[config.mk]
export PLATFORM = sky130hd
export DESIGN_NAME = vote_recorder
export DESIGN_NICKNAME = d
export VERILOG_FILES = /design/src/rtl/vote_recorder.sv
export SDC_FILE = /design/constraint.sdc
export NUM_CORES = 1
export LEC_CHECK = 0
export ABC_AREA = 1
export ABC_CLOCK_PERIOD_IN_PS = 3300
export CAP_MARGIN = 20
export CORE_ASPECT_RATIO = 2
export CORE_MARGIN = 2
export CORE_UTILIZATION = 44
export DETAILED_ROUTE_END_ITERATION = 6
export GPL_TIMING_DRIVEN = 0
export SLEW_MARGIN = 5
export SYNTH_ARGS = -nofsm -noshare
export SYNTH_HDL_FRONTEND = slang
export SYNTH_SLANG_ARGS = --single-unit
[constraint.sdc]
create_clock -name clk -period 3.3 [get_ports clk]
set_input_delay 0.495 -clock clk [delete_from_list [all_inputs] [get_ports clk]]
set_output_delay 0.495 -clock clk [all_outputs]
set_load 0.02 [all_outputs]
[src/rtl/vote_recorder.sv]
// ---------------------------------------------------------------------------
// vote_recorder
// Voting-mode front end of the voting machine. It conditions the four raw
// candidate buttons and counts accepted votes per candidate.
// Each button goes through a 2-flop synchronizer, then a debouncer, then a
// rising-edge detector. A small FSM accepts one unambiguous press at a time.
// After an accepted vote it locks out further votes for a hold window. It then
// waits for every button to be released before it accepts the next press.
//
// Ports
//   clk               clock
//   rst               synchronous active-high reset
//   mode              0 = voting, 1 = result display (no counting)
//   btn1..btn4        raw asynchronous candidate buttons, active-high
//   valid_vote_casted one-cycle pulse per accepted vote
//   invalid_vote      one-cycle pulse per rejected press
//   busy              high while in HOLD or WAIT_REL
//   cand_vote1..4     registered, saturating per-candidate tallies
// ---------------------------------------------------------------------------
module vote_recorder #(
    parameter int CNT_W       = 8,
    parameter int DEB_CYCLES  = 1_000_000,
    parameter int HOLD_CYCLES = 100_000_000
) (
    input  logic             clk,
    input  logic             rst,
    input  logic             mode,
    input  logic             btn1,
    input  logic             btn2,
    input  logic             btn3,
    input  logic             btn4,
    output logic             valid_vote_casted,
    output logic             invalid_vote,
    output logic             busy,
    output logic [CNT_W-1:0] cand_vote1,
    output logic [CNT_W-1:0] cand_vote2,
    output logic [CNT_W-1:0] cand_vote3,
    output logic [CNT_W-1:0] cand_vote4
);

    localparam int DEB_W  = $clog2(DEB_CYCLES + 1);
    localparam int HOLD_W = $clog2(HOLD_CYCLES + 1);
    localparam logic [CNT_W-1:0]  CNT_MAX   = {CNT_W{1'b1}};
    localparam logic [DEB_W-1:0]  DEB_LAST  = DEB_W'(DEB_CYCLES);
    localparam logic [HOLD_W-1:0] HOLD_LOAD = HOLD_W'(HOLD_CYCLES - 1);

    typedef enum logic [1:0] {
        IDLE     = 2'd0,
        HOLD     = 2'd1,
        WAIT_REL = 2'd2
    } state_t;

    logic [3:0]             btn_raw_s;
    logic [3:0]             sync1_r;
    logic [3:0]             sync2_r;
    logic [3:0]             level_r;
    logic [3:0]             level_d_r;
    logic [3:0][DEB_W-1:0]  deb_cnt_r;
    logic [3:0]             press_s;
    logic [3:0]             others_s;
    logic                   single_s;
    logic                   sat_s;
    logic                   mode_d_r;

    state_t                 state_r;
    state_t                 state_s;
    logic [HOLD_W-1:0]      hold_r;
    logic [HOLD_W-1:0]      hold_s;
    logic [CNT_W-1:0]       tally_r [4];
    logic [CNT_W-1:0]       tally_s [4];
    logic                   valid_r;
    logic                   valid_s;
    logic                   invalid_r;
    logic                   invalid_s;
    logic                   busy_r;

    assign btn_raw_s = {btn4, btn3, btn2, btn1};

    // Two-flop synchronizer for the asynchronous buttons.
    always_ff @(posedge clk) begin
        if (rst) begin
            sync1_r <= 4'b0000;
            sync2_r <= 4'b0000;
        end else begin
            sync1_r <= btn_raw_s;
            sync2_r <= sync1_r;
        end
    end

    // Debouncer: the level flips only after DEB_CYCLES disagreeing cycles in a row.
    always_ff @(posedge clk) begin
        if (rst) begin
            level_r   <= 4'b0000;
            level_d_r <= 4'b0000;
            deb_cnt_r <= {4{{DEB_W{1'b0}}}};
        end else begin
            level_d_r <= level_r;
            for (int i = 0; i < 4; i++) begin
                if (sync2_r[i] != level_r[i]) begin
                    if (deb_cnt_r[i] == DEB_LAST) begin
                        level_r[i]   <= sync2_r[i];
                        deb_cnt_r[i] <= {DEB_W{1'b0}};
                    end else begin
                        deb_cnt_r[i] <= deb_cnt_r[i] + DEB_W'(1);
                    end
                end else begin
                    deb_cnt_r[i] <= {DEB_W{1'b0}};
                end
            end
        end
    end

    // Press detection and classification: single press, other buttons held, and saturation.
    always_comb begin
        press_s  = level_r & ~level_d_r;
        others_s = level_r & ~press_s;
        single_s = (press_s != 4'b0000) && ((press_s & (press_s - 4'b0001)) == 4'b0000);
        sat_s    = 1'b0;
        for (int i = 0; i < 4; i++) begin
            if (press_s[i] && (tally_r[i] == CNT_MAX)) begin
                sat_s = 1'b1;
            end else begin
                sat_s = sat_s;
            end
        end
    end

    // FSM next state, hold counter and tally updates.
    // Result-display mode parks the FSM in IDLE. When the machine returns to
    // voting, it goes through WAIT_REL, so a button held during display is never counted.
    always_comb begin
        state_s   = state_r;
        hold_s    = hold_r;
        tally_s   = tally_r;
        valid_s   = 1'b0;
        invalid_s = 1'b0;
        if (mode) begin
            state_s = IDLE;
            hold_s  = {HOLD_W{1'b0}};
        end else if (mode_d_r) begin
            state_s = WAIT_REL;
            hold_s  = {HOLD_W{1'b0}};
        end else begin
            case (state_r)
                IDLE: begin
                    if (press_s == 4'b0000) begin
                        state_s = IDLE;
                    end else if (single_s && (others_s == 4'b0000) && !sat_s) begin
                        for (int i = 0; i < 4; i++) begin
                            if (press_s[i]) begin
                                tally_s[i] = tally_r[i] + CNT_W'(1);
                            end else begin
                                tally_s[i] = tally_r[i];
                            end
                        end
                        valid_s = 1'b1;
                        hold_s  = HOLD_LOAD;
                        state_s = HOLD;
                    end else begin
                        invalid_s = 1'b1;
                        state_s   = WAIT_REL;
                    end
                end
                HOLD: begin
                    if (hold_r == {HOLD_W{1'b0}}) begin
                        state_s = WAIT_REL;
                    end else begin
                        hold_s = hold_r - HOLD_W'(1);
                    end
                end
                WAIT_REL: begin
                    if (level_r == 4'b0000) begin
                        state_s = IDLE;
                    end else begin
                        state_s = WAIT_REL;
                    end
                end
                default: begin
                    state_s = IDLE;
                    hold_s  = {HOLD_W{1'b0}};
                end
            endcase
        end
    end

    // State, counters and registered outputs.
    always_ff @(posedge clk) begin
        if (rst) begin
            state_r   <= IDLE;
            hold_r    <= {HOLD_W{1'b0}};
            mode_d_r  <= 1'b0;
            valid_r   <= 1'b0;
            invalid_r <= 1'b0;
            busy_r    <= 1'b0;
            for (int i = 0; i < 4; i++) begin
                tally_r[i] <= {CNT_W{1'b0}};
            end
        end else begin
            state_r   <= state_s;
            hold_r    <= hold_s;
            mode_d_r  <= mode;
            valid_r   <= valid_s;
            invalid_r <= invalid_s;
            busy_r    <= (state_s != IDLE);
            for (int i = 0; i < 4; i++) begin
                tally_r[i] <= tally_s[i];
            end
        end
    end

    assign valid_vote_casted = valid_r;
    assign invalid_vote      = invalid_r;
    assign busy              = busy_r;
    assign cand_vote1        = tally_r[0];
    assign cand_vote2        = tally_r[1];
    assign cand_vote3        = tally_r[2];
    assign cand_vote4        = tally_r[3];

endmodule

### Yosys cells after proc, flatten, opt, wreduce, memory -nomap -nowiden

Index checks and enable logic that the tools add are counted.

* bits in registers: 161
* input bits: 7
* output and inout port bits: 35

* add/sub/neg operators: 10
* equality and inequality tests: 17
* multiplexer cells: 17
* bitwise gates (word level): 14
* reduce and logical (&&, ||, !) cells: 31

Operators with widths (count)
* 27-bit two-way mux: 3
* 27-bit one-hot mux with 3 select lines: 1
* 20-bit by 1-bit adder with 20-bit output (second input constant): 4
* 20-bit equality test (second input constant): 4
* 8-bit by 1-bit adder with 8-bit output (second input constant): 4
* 8-bit equality test (second input constant): 4
* 27-bit zero test: 1
* 27-bit by 1-bit subtractor with 27-bit output (second input constant): 1
* 6-bit AND reduction: 4
* 4-bit zero test: 4
* 3-bit OR reduction: 5
* 4-bit bitwise AND: 3
* 2-bit two-way mux: 6
* 1-bit NOT: 9
* 4-bit NOT: 2
* 2-bit AND reduction: 4
* 1-bit logical AND: 7
* 1-bit two-way mux: 6
* 2-bit != test (second input constant): 3
* 2-bit one-hot mux with 3 select lines: 1
* 5-bit OR reduction: 1
* 1-bit != test: 4
* 4-bit AND reduction: 1
* 4-bit nonzero test: 1
* 6 further kinds: 6

### Longest topological paths before layout

Gate-level depths: netlist (run 1).

* word-level depth: 15
* depth in mapped cells: 14
* mapped depth without buffers: 14

### Worst setup path before layout (run 1)

No wires, ideal clock.

* kind: flip-flop to flip-flop
* start: register tally_r, in the netlist cand_vote2[0]
* end: register hold_r[9]
* setup time: 0.141 ns
* arrival: 1.626 ns
* required time: 3.159 ns
* slack: 1.533 ns
* stages on the path, launching flop included: 13
* buffers on the path: 1
* cell sequence: dfxtp_1 -> ha_1 -> nand2_1 -> nor2_1 -> nand3_1 -> nand2_1 -> nor2_4 -> nand2_4 -> nand2_4 -> nand2_8 -> buf_12 -> nand2_2 -> a21oi_2

* word-level cells in the longest chain between the ends: 9

Ends and longest elaborated chain
* start, declared: RTL line 69 `logic [CNT_W-1:0] tally_r [4];`
* start signal, assigned by index: RTL line 196 `tally_r[i] <= {CNT_W{1'b0}};`
* start signal, assigned by index: RTL line 206 `tally_r[i] <= tally_s[i];`
* 8-bit equality test: RTL line 120 `if (press_s[i] && (tally_r[i] == CNT_MAX)) begin`
* 1-bit logical AND: RTL line 120
* 1-bit two-way mux (3 in series): RTL line 120
* 1-bit zero test: RTL line 148 `end else if (single_s && (others_s == 4'b0000) && !sat_s) begin`
* 1-bit logical AND: RTL line 148
* 2-bit != test (no line)
* 4-bit AND reduction (no line)
* end signal, assigned: RTL line 190 `hold_r <= {HOLD_W{1'b0}};`
* end signal, assigned: RTL line 200 `hold_r <= hold_s;`
* end, declared: RTL line 67 `logic [HOLD_W-1:0] hold_r;`

Every way passes these cells.
A chain may end at the register's enable or synchronous reset.

### Final worst setup path (run 1)

* start: register hold_r[0]
* end: register hold_r[26]

* word-level cells in the longest chain between the ends: 3
* elaborated cells on any way between the ends: 6
* those cells by class: add/sub: 1; eq/ne: 1; mux: 2; reduce/logical: 2

Ends and longest elaborated chain (RTL line)
* 27-bit by 1-bit subtractor with 27-bit output / 27-bit zero test (equally long branches): 168, 165
* 27-bit two-way mux / 2-bit != test (equally long branches)
* 27-bit one-hot mux with 3 select lines / 4-bit AND reduction (equally long branches)

Several ways; a longest one is shown, not always the timed one. The select of a mux whose other input is x is not followed.

==> results of run 1 <==
-- layout by cell type (no fill, tap or decap), types with 11 or more instances in the layout --
cell,n
sky130_fd_sc_hd__clkdlybuf4s50_1,41
sky130_fd_sc_hd__a21oi_2,20
sky130_fd_sc_hd__clkbuf_1,14
sky130_fd_sc_hd__inv_1,127
sky130_fd_sc_hd__nand4_1,25
sky130_fd_sc_hd__nand2_2,23
sky130_fd_sc_hd__a21oi_1,65
sky130_fd_sc_hd__nor2_1,193
sky130_fd_sc_hd__ha_1,14
sky130_fd_sc_hd__nand2_1,259
sky130_fd_sc_hd__dfxtp_1,161
sky130_fd_sc_hd__xnor2_1,25
sky130_fd_sc_hd__nor3_1,36
sky130_fd_sc_hd__nand3_1,86
sky130_fd_sc_hd__nor3b_1,11
sky130_fd_sc_hd__nor2_2,12
sky130_fd_sc_hd__clkbuf_16,17
sky130_fd_sc_hd__o21ai_0,27
sky130_fd_sc_hd__xor2_1,39
-- power by group through the flow --
stage                     Clock (mW)  Combinational [mW]  Sequential (mW)
after detailed placement           0              0.0769             2.00
after CTS                       2.21              0.0770             1.96
after global placement             0              0.0769             2.00
final                           2.16              0.0752             1.96
after global routing            2.28              0.0848             1.96
after floorplan                    0              0.0475             2.00
-- path summary, 6_finish.rpt --
path                                 start         end  depth (start not counted)
worst max-delay path             hold_r[0]  hold_r[26]                          9
worst min-delay path            sync1_r[3]  sync2_r[3]                          2
worst max register to register   hold_r[0]  hold_r[26]                          9
worst min register to register  sync1_r[3]  sync2_r[3]                          2
-- area by class of cell --
type	count	area, sq um	share of cell area (%)
timing repair buffer	41	410	4.19
tap	255	319	3.26
buffer	18	109	1.11
sequential	161	3220	32.9
inverter	134	509	5.20
multi-input combinational	886	4600	46.9
clock inverter	10	184	1.88
clock buffer	21	450	4.60
-- layer usage --
metal	GRT usage, %	vias to the layer above	wire [um]
met5	0	-	0
met4	12.0	0	1020
met2	42.5	91	11900
li1	-	3970	-
met1	19.2	3499	7570
met3	4.00	52	408
-- logic make-up after synthesis --
| family | after synthesis | share of synthesized area, % |
|---|---|---|
| simple gates | 688 | 37.6 |
| flops | 161 | 38.2 |
| buf+inv | 152 | 7.32 |
| fa+ha+maj | 14 | 2.08 |
| compound gates | 120 | 8.20 |
| xor+xnor | 64 | 6.64 |
-- critical path: cells and delay by family, from the launching register on --
kind | cells | cell delay, ns
AOI/OAI and AO/OA | 2 | 0.28
and+or+nand+nor | 5 | 1.11
DFF | 1 | 0.34
buffers and inverters | 1 | 0.11
adders and majority gates | 1 | 0.19
-- state kept, by name, indices dropped and copies added, names as in the netlist --
signal,cells
invalid_vote,1
cand_vote1,8
cand_vote2,8
deb_cnt_r,80
cand_vote4,8
sync2_r,4
cand_vote3,8
level_r,4
valid_vote_casted,1
busy,1
hold_r,27
state_r,2
level_d_r,4
sync1_r,4
mode_d_r,1
-- per-stage QoR --
step	util, %	setup slack [ns]	hold WS (ns)
after floorplan	-	1.53	0.388
after global placement	48.7	0.790	0.394
after detailed placement	48.7	0.821	0.394
after CTS	52.0	1.16	0.403
after global routing	52.0	0.986	0.431
final	52.0	1.11	0.402
==> metrics.md, run 1 <==
| Metric | Value |
|---|---|
| Top cells by instance count after synthesis | `sky130_fd_sc_hd__nand2_1, sky130_fd_sc_hd__nor2_1, sky130_fd_sc_hd__dfxtp_1` |
| Number of buffers between clock root and the deepest sink | `2` |
| Setup TNS Final | `0 ns` |
| Sw Pwr | `~0.86 mW` |
| Count of routing violations after the opening detailed-route iteration | `between 200 and 250` |
| H-tree depth | `4` |
| Max Cap Viol | `0` |
| Number of antenna violations at the first check in global routing | `0` |
| Total of flip-flops plus latches after synthesis | `approximately 160` |
| Hold crit path type | `register to register` |
| Kind of end point of the critical path | `register` |
| Hold buffer count at CTS | `0` |
| Residual overflow from global routing | `0` |
| Die Width | `102 um` |
| Clock input transition at the sequential cells of the worst setup and hold paths | `approximately 0.060 ns` |
| Unrepaired setup endpoints after global routing | `false` |
| Clock latency of the later-clocked register in the worst-skew pair | `about 0.43 ns` |
| Fraction of post-synthesis cell area in the top cell type by area | `between 30% and 40%` |
| Synthesized cell area | `about 0.0084 sq mm` |
| Final instance count without filler cells | `between 1500 and 2000` |
| Starting utilization of the core area | `44.8%` |
| Setup slack, reg-to-reg | `~1.1 ns` |
| Critical Path AT | `2.47 ns` |
| Cell count after synthesis | `1199` |
| Wire per inst | `between 10 and 15 um` |
| Fill count | `about 1900` |
| Number of global-route vias before repair | `about 7300` |
| Count of pins on the block boundary | `42` |
| Post-Syn Area per Cell | `between 7 and 8 sq um` |
| DPL Wire Length | `between 15000 and 20000 um` |
| Placeable Area | `~0.019 sq mm` |
| Number of instances in the placed design | `around 1500` |
| Unique cell type count in the Yosys netlist | `42` |
| Count of flip-flops with a built-in enable after synthesis | `0` |
| Resized Gates After CTS | `0` |
| Total setup buffers inserted after CTS | `0` |
| Minimum clock period after layout | `around 2.2 ns` |
| Setup-failing EPs final | `0` |
| Remaining number of nets flagged by the antenna check after routing | `0` |
| Routability-driven placement congestion ratio | `0.927` |
| Yosys warning count | `0` |
| Share of total power in combinational logic | `around 1.8%` |
| Most area-hungry cell type in the Yosys netlist | `sky130_fd_sc_hd__dfxtp_1` |
| Number of input and output port buffers inserted | `~40` |
| Maximum number of pins on one net before global-route repair | `17` |
| Leakage power summed over all cells | `about 3.7 nW` |
| Sequential Power Share | `46.7%` |
| Internal | `roughly 3.3 mW` |
| Highest attainable clock frequency | `roughly 460 MHz` |
| Global-route wire length before repair | `approximately 34000 um` |
| Post-route clock skew | `between 0.009 and 0.01 ns` |
| CTS Buf Count | `17` |
| Share of the yosys chip area belonging to registers | `38.2%` |
| Worst-path cell with the longest stage delay | `sky130_fd_sc_hd__nor2_1` |
| Actual slew at the worst max-slew pin | `approximately 0.85 ns` |
| Crit path launch type | `register` |
| Cell chain of the critical path | `inv_1 -> ha_1 -> nand3_1 -> nor2_1 -> nand2_1 -> o21ai_0 -> nand3_1 -> nand2_1 -> a21oi_1` |
| Library cell with the highest instance count after synthesis | `sky130_fd_sc_hd__nand2_1` |
| Power density over cell area | `~430 mW/mm^2` |
| Root buffer cell | `sky130_fd_sc_hd__clkbuf_16` |
| Worst endpoint required time | `between 3 and 4 ns` |
| Synthesized net count | `about 1200` |
| Critical-path maximum fanout | `5` |
| Asr flop ratio synth | `0%` |
| Num Clock Sinks | `~160` |
| Vias | `roughly 7600` |
| Peak supply drop | `about 0.33 mV` |
| Row count | `71` |
| Max incr delay on CP | `roughly 0.46 ns` |
| Area added between synthesis and finish | `16.2%` |
| Share of the clock period used by the worst path | `66.3%` |
| Placed cell area | `0.00917 sq mm` |
| Most used DFF post-synth | `sky130_fd_sc_hd__dfxtp_1` |
| Layout cell share with drive strength beyond 1 | `9.60%` |
| Fraction of power spent switching nets | `about 20%` |
| Floorplan die height | `about 200 um` |
| Total routing resource utilization after global routing | `around a fifth` |
| Total wirelength of the detailed-routed design | `roughly 21000 um` |
| DRC violation count after routing | `0` |
| Clock network fraction of total power | `about half` |
| CTS tree | `built` |
| Number of nets in the layout | `1280` |
| Final Hold Vio Count | `0` |
| Final standard cell area without fillers | `between 0.009 and 0.01 sq mm` |
| Final slew viol count | `0` |
| Post-route total power | `roughly 4.2 mW` |
| Antenna Cells | `0` |
| Ratio of routed vias to standard cells | `4.99` |
| Status | `finished, final reports clean` |
| Area of the die | `roughly 0.020 sq mm` |
| Worst-case headroom to the max-slew limit | `a little over two fifths` |
| Detailed Routing Iterations Pass 1 | `4` |
| Leading post-synthesis cells by cell area | `sky130_fd_sc_hd__dfxtp_1, sky130_fd_sc_hd__nand2_1, sky130_fd_sc_hd__nor2_1` |
| Class of the most critical setup path | `register to register` |
(Power assumes the default switching activity.)
==> run 2, diff against run 1 <==
- ABC_CLOCK_PERIOD_IN_PS: 3300 -> 2200
- clock period: 3.3 -> 2.2 ns (I/O delays scaled with it)
==> metrics.md, run 2 (same netlist as run 1, synthesis figures left out) <==
| Metric | Value |
|---|---|
| Status | `finished, final reports clean` |
| Critical-path maximum fanout | `5` |
| Worst-case headroom to the max-slew limit | `43.8%` |
| Setup TNS Final | `0 ns` |
| Fill count | `approximately 1900` |
| M1 GR Usage | `19.2%` |
| Top Registers | `deb_cnt_r (80), hold_r (27)` |
| Met2 Usage GRT | `42.5%` |
| Max Cap Viol | `0` |
| Cell depth of the worst min-delay path | `2` |
| Busiest layer in global routing | `met2` |
| Maximum number of pins on one net before global-route repair | `17` |
| Row count | `71` |
| Cell chain of the critical path | `inv_1 -> ha_1 -> nand3_1 -> nor2_2 -> nand2_1 -> o21ai_0 -> nand3_1 -> nand2_1 -> a21oi_1` |
| Residual overflow from global routing | `0` |
| Max incr delay on CP | `0.35 ns` |
| Number of input and output port buffers inserted | `41` |
| Total wirelength of the detailed-routed design | `roughly 21000 um` |
| Total setup buffers inserted after CTS | `0` |
| Critical Path AT | `between 2 and 2.5 ns` |
| Largest register FFs | `80` |
| Core Util, Final | `a little over half` |
| Worst-path cell with the longest stage delay | `sky130_fd_sc_hd__nor2_2` |
| Remaining number of nets flagged by the antenna check after routing | `0` |
| Top delay family on crit path | `simple AND/OR/NAND/NOR gates` |
| Met3 layer usage reported by global route | `under 10%` |
| Placeable Area | `0.0188 sq mm` |
| Commonest non-fill, non-tap cells in the layout | `sky130_fd_sc_hd__nand2_1, sky130_fd_sc_hd__nor2_1, sky130_fd_sc_hd__dfxtp_1` |
| Routability-driven placement congestion ratio | `~0.93` |
| CTS Buf Count | `17` |
| Floorplan die height | `200 um` |
| Post-route clock skew | `between 0.009 and 0.01 ns` |
| Detailed Routing Iterations Pass 1 | `5` |
| Power density over cell area | `between 600 and 700 mW/mm^2` |
| Leakage power summed over all cells | `about 3.7 nW` |
| Hold crit path type | `register to register` |
| Clock input transition at the sequential cells of the worst setup and hold paths | `about 0.060 ns` |
| Unrepaired setup endpoints after global routing | `false` |
| Area of the die | `a little over 0.02 sq mm` |
| Num Clock Sinks | `roughly 160` |
| Final slew viol count | `0` |
| Layout cell share with drive strength beyond 1 | `9.76%` |
| Vias | `roughly 7600` |
| Total routing resource utilization after global routing | `21.4%` |
| Class of the most critical setup path | `register to register` |
| DPL Wire Length | `roughly 16000 um` |
| Root buffer cell | `sky130_fd_sc_hd__clkbuf_16` |
| Die Width | `roughly 100 um` |
| Count of pins on the block boundary | `42` |
| Number of nets in the layout | `between 1000 and 1500` |
| Number of buffers and inverters on the critical path | `1` |
| Actual slew at the worst max-slew pin | `between 0.8 and 0.9 ns` |
| Clock latency of the later-clocked register in the worst-skew pair | `0.43 ns` |
| Final hold slack | `about 0.4 ns` |
| Kind of end point of the critical path | `register` |
| Worst endpoint required time | `roughly 2.5 ns` |
| Crit path launch type | `register` |
| Hold buffer count at CTS | `0` |
| Antenna Cells | `0` |
| Wire per inst | `between 10 and 15 um` |
| Ratio of routed vias to standard cells | `between 4 and 5` |
| CTS tree | `built` |
| Total stage count of the critical path | `9` |
| Final Hold Vio Count | `0` |
| Global-route wire length before repair | `33900 um` |
| Leading cell type in the layout, fill and taps excluded | `sky130_fd_sc_hd__nand2_1` |
| DRC violation count after routing | `0` |
| Share of the clock period used by the worst path | `between 90% and 100%` |
| Minimum clock period after layout | `2.03 ns` |
| Number of global-route vias before repair | `7349` |
| Count of routing violations after the opening detailed-route iteration | `232` |
| FF/Latch Area | `0.00322 sq mm` |
| Number of antenna violations at the first check in global routing | `0` |
| H-tree depth | `4` |
| Highest attainable clock frequency | `493 MHz` |
| Area added between synthesis and finish | `16.2%` |
| Number of buffers between clock root and the deepest sink | `2` |
| Worst R2R Path Depth | `9` |
| Starting utilization of the core area | `44.8%` |
| Setup-failing EPs final | `0` |
| Area used by multi-input combinational logic | `around 0.0046 sq mm` |
| Peak supply drop | `0.499 mV` |
| Register with the highest flop count | `deb_cnt_r` |
-- run 2: cell counts in the layout (fill, tap and decap cells not counted) --
No cell type changed its count.
-- run 2: path summary, 6_finish.rpt --
kind,start,end,slack [ns]
worst min register to register,sync1_r[3],sync2_r[3],0.40
worst max register to register,hold_r[0],hold_r[26],0.17
worst min-delay path,sync1_r[3],sync2_r[3],0.40
worst max-delay path,hold_r[0],hold_r[26],0.17
-- run 2: layout make-up --
type	instances	area share, %
Clock inverter	10	1.88
Timing Repair Buffer	41	4.18
Multi-Input combinational cell	886	46.9
Tap cell	255	3.25
Buffer	18	1.11
Clock buffer	21	4.59
Sequential cell	161	32.9
Inverter	134	5.19
-- run 2: worst reg2reg max path, stage by stage, from the launching register on --
cell and delay (ns):
sky130_fd_sc_hd__dfxtp_1 0.34, sky130_fd_sc_hd__inv_1 0.11, sky130_fd_sc_hd__ha_1 0.19, sky130_fd_sc_hd__nand3_1 0.19, sky130_fd_sc_hd__nor2_2 0.35, sky130_fd_sc_hd__nand2_1 0.26
sky130_fd_sc_hd__o21ai_0 0.22, sky130_fd_sc_hd__nand3_1 0.09, sky130_fd_sc_hd__nand2_1 0.08, sky130_fd_sc_hd__a21oi_1 0.05
-- run 2: repair_timing --
item | in CTS | in global routing
setup endpoints to repair | 0 | 5
endpoints found under the hold margin | 0 | 0
gates resized for setup | 0 | 2
-- run 2: per-stage QoR --
stage	power, mW	setup WS, ns	instance area [sq um]	std cells
finish	6.28	0.170	9810	1526
global route	6.48	0.0210	9810	1526
CTS	6.36	0.0619	9800	1526
detailed placement	3.11	-0.114	9170	1495
global placement	3.11	-0.145	9170	1495
floorplan	3.07	0.433	8440	1199
-- run 2: power by group --
| group | total (mW) | leakage (nW) | internal [mW] | switching, mW |
|---|---|---|---|---|
| registers | 2.93 | 1.30 | 2.93 | 0.00752 |
| clock network | 3.24 | 0.303 | 2.04 | 1.20 |
| logic | 0.113 | 2.09 | 0.0334 | 0.0796 |
| total | 6.28 | 3.70 | 5.00 | 1.29 |
-- run 2: layer usage --
metal  vias up  share of wire [%]
li1       3974                  -
met1      3516                 36
met2        88                 57
met3        50                1.9
met4         0                4.5
met5         -                  0
==> patch, RTL diff (settings of run 2) <==
The parameter `HOLD_CYCLES` goes from 100_000_000 to 400_000_000.
--- a/src/rtl/vote_recorder.sv
+++ b/src/rtl/vote_recorder.sv
@@ -22,3 +22,3 @@
     parameter int DEB_CYCLES  = 1_000_000,
-    parameter int HOLD_CYCLES = 100_000_000
+    parameter int HOLD_CYCLES = 400_000_000
 ) (
Check against the original RTL: no difference found for any inputs over 10 cycles, from zero or initial values and one cycle with rst high; that may be too few to reach the edited logic, so the function may still have changed.
==> patch against run 2 <==
  * Routed wire length rose by 5.0%
  * Sequential cell count rose by 2
  * Utilization fell by 0.12 points
  * Worst setup slack improved by 0.0077 ns
  * Critical endpoint unchanged
  * Maximum frequency rose by 0.38%
  * Count of clock-buffer cells in the layout rose by 1
  * Total power fell by 5.5%
  * Final area fell by 0.23%
  * Synthesized area did not move
==> patch: results (changes against run 2) <==
Buffers, non-clock - 67 (+14%)
Vias per Instance - 5.08 (+1.7%)
Avg Cell Area, Syn - 6.75 um^2 (-4.1%)
Fmax - 494 MHz (+0.38%)
Top Registers - deb_cnt_r: 80 flops, hold_r: 29 flops
Max FO, Critical Path - 6 (+1)
Synth top area cells - dfxtp_1 39%, nand2_1 13%, nor2_1 8.0%
Non-clk invs - 146 (+9.0%)
Synth cell count leaders - 291 x nand2_1, 179 x nor2_1, 163 x dfxtp_1
Gr usage total - 0.227 (+0.0137)
Post-DP HPWL - 17100 um (+5.4%)
Clock buf/inv share - 0.0578 (-0.00688)
Post-Layout Cell Count - 1579 (+3.5%)
Place WS - -0.418 ns (-0.304 ns)
Drt pass-1 iters - 4 (-1)
Gpl congestion - 0.931 (+0.41%)
Sw frac - 0.223 (+0.0183)
Reg2Reg Depth - 10 (+1)
Status - completed
Hold Worst Slack - 0.403 ns (+0.000576 ns)
#MultiIn Comb - 916 (+3.4%)
Slowest CP cell - dfxtp_1
Layout cells sized above 1 - 0.0748 (-0.0228)
Leak Pwr - 3.66 nW (-1.1%)
Hold Startpoint - sync1_r[2]
Num Clock Sinks - 163 (+1.2%)
Area growth, synth to finish - 16.0%
Clock buffers - 22 (+4.8%)
Initial DRC count - 286 (+23%)
Total wire length - 22000 um (+5.0%)
[patch: changes by cell type in the layout (fill, tap and decap cells not counted), sizes merged, moves of 5 or more]
| cell | run 2 | this run |
|---|---|---|
| a21oi | 85 | 104 |
| buf | 7 | 12 |
| inv | 133 | 147 |
| nand2 | 288 | 298 |
| nand3 | 88 | 101 |
| nor2 | 209 | 186 |
| nor3 | 39 | 58 |
| xnor2 | 25 | 13 |
[patch: cells by family (layout without fill, tap and decap cells)]
group	Yosys count	after routing	share of synthesized area
AOI/OAI and AO/OA	137	137	0.0841
xor gates and xnor gates	54	54	0.0560
adders and majority gates	14	14	0.0208
buffers and inverters	171	245	0.0804
DFF	163	163	0.387
and+or+nand+nor	711	711	0.372
[patch: per-layer routing]
metal	up-vias	wire length (um)	global-route usage
met3	57	575	0.0400
met2	144	12500	0.453
met4	0	928	0.123
met1	3652	8030	0.208
met5	-	0	0
li1	4171	-	-
[patch: timing repair]
item,CTS,global route
endpoints found under the setup margin,4,53
pin swaps,0,0
gates resized for setup,1,15
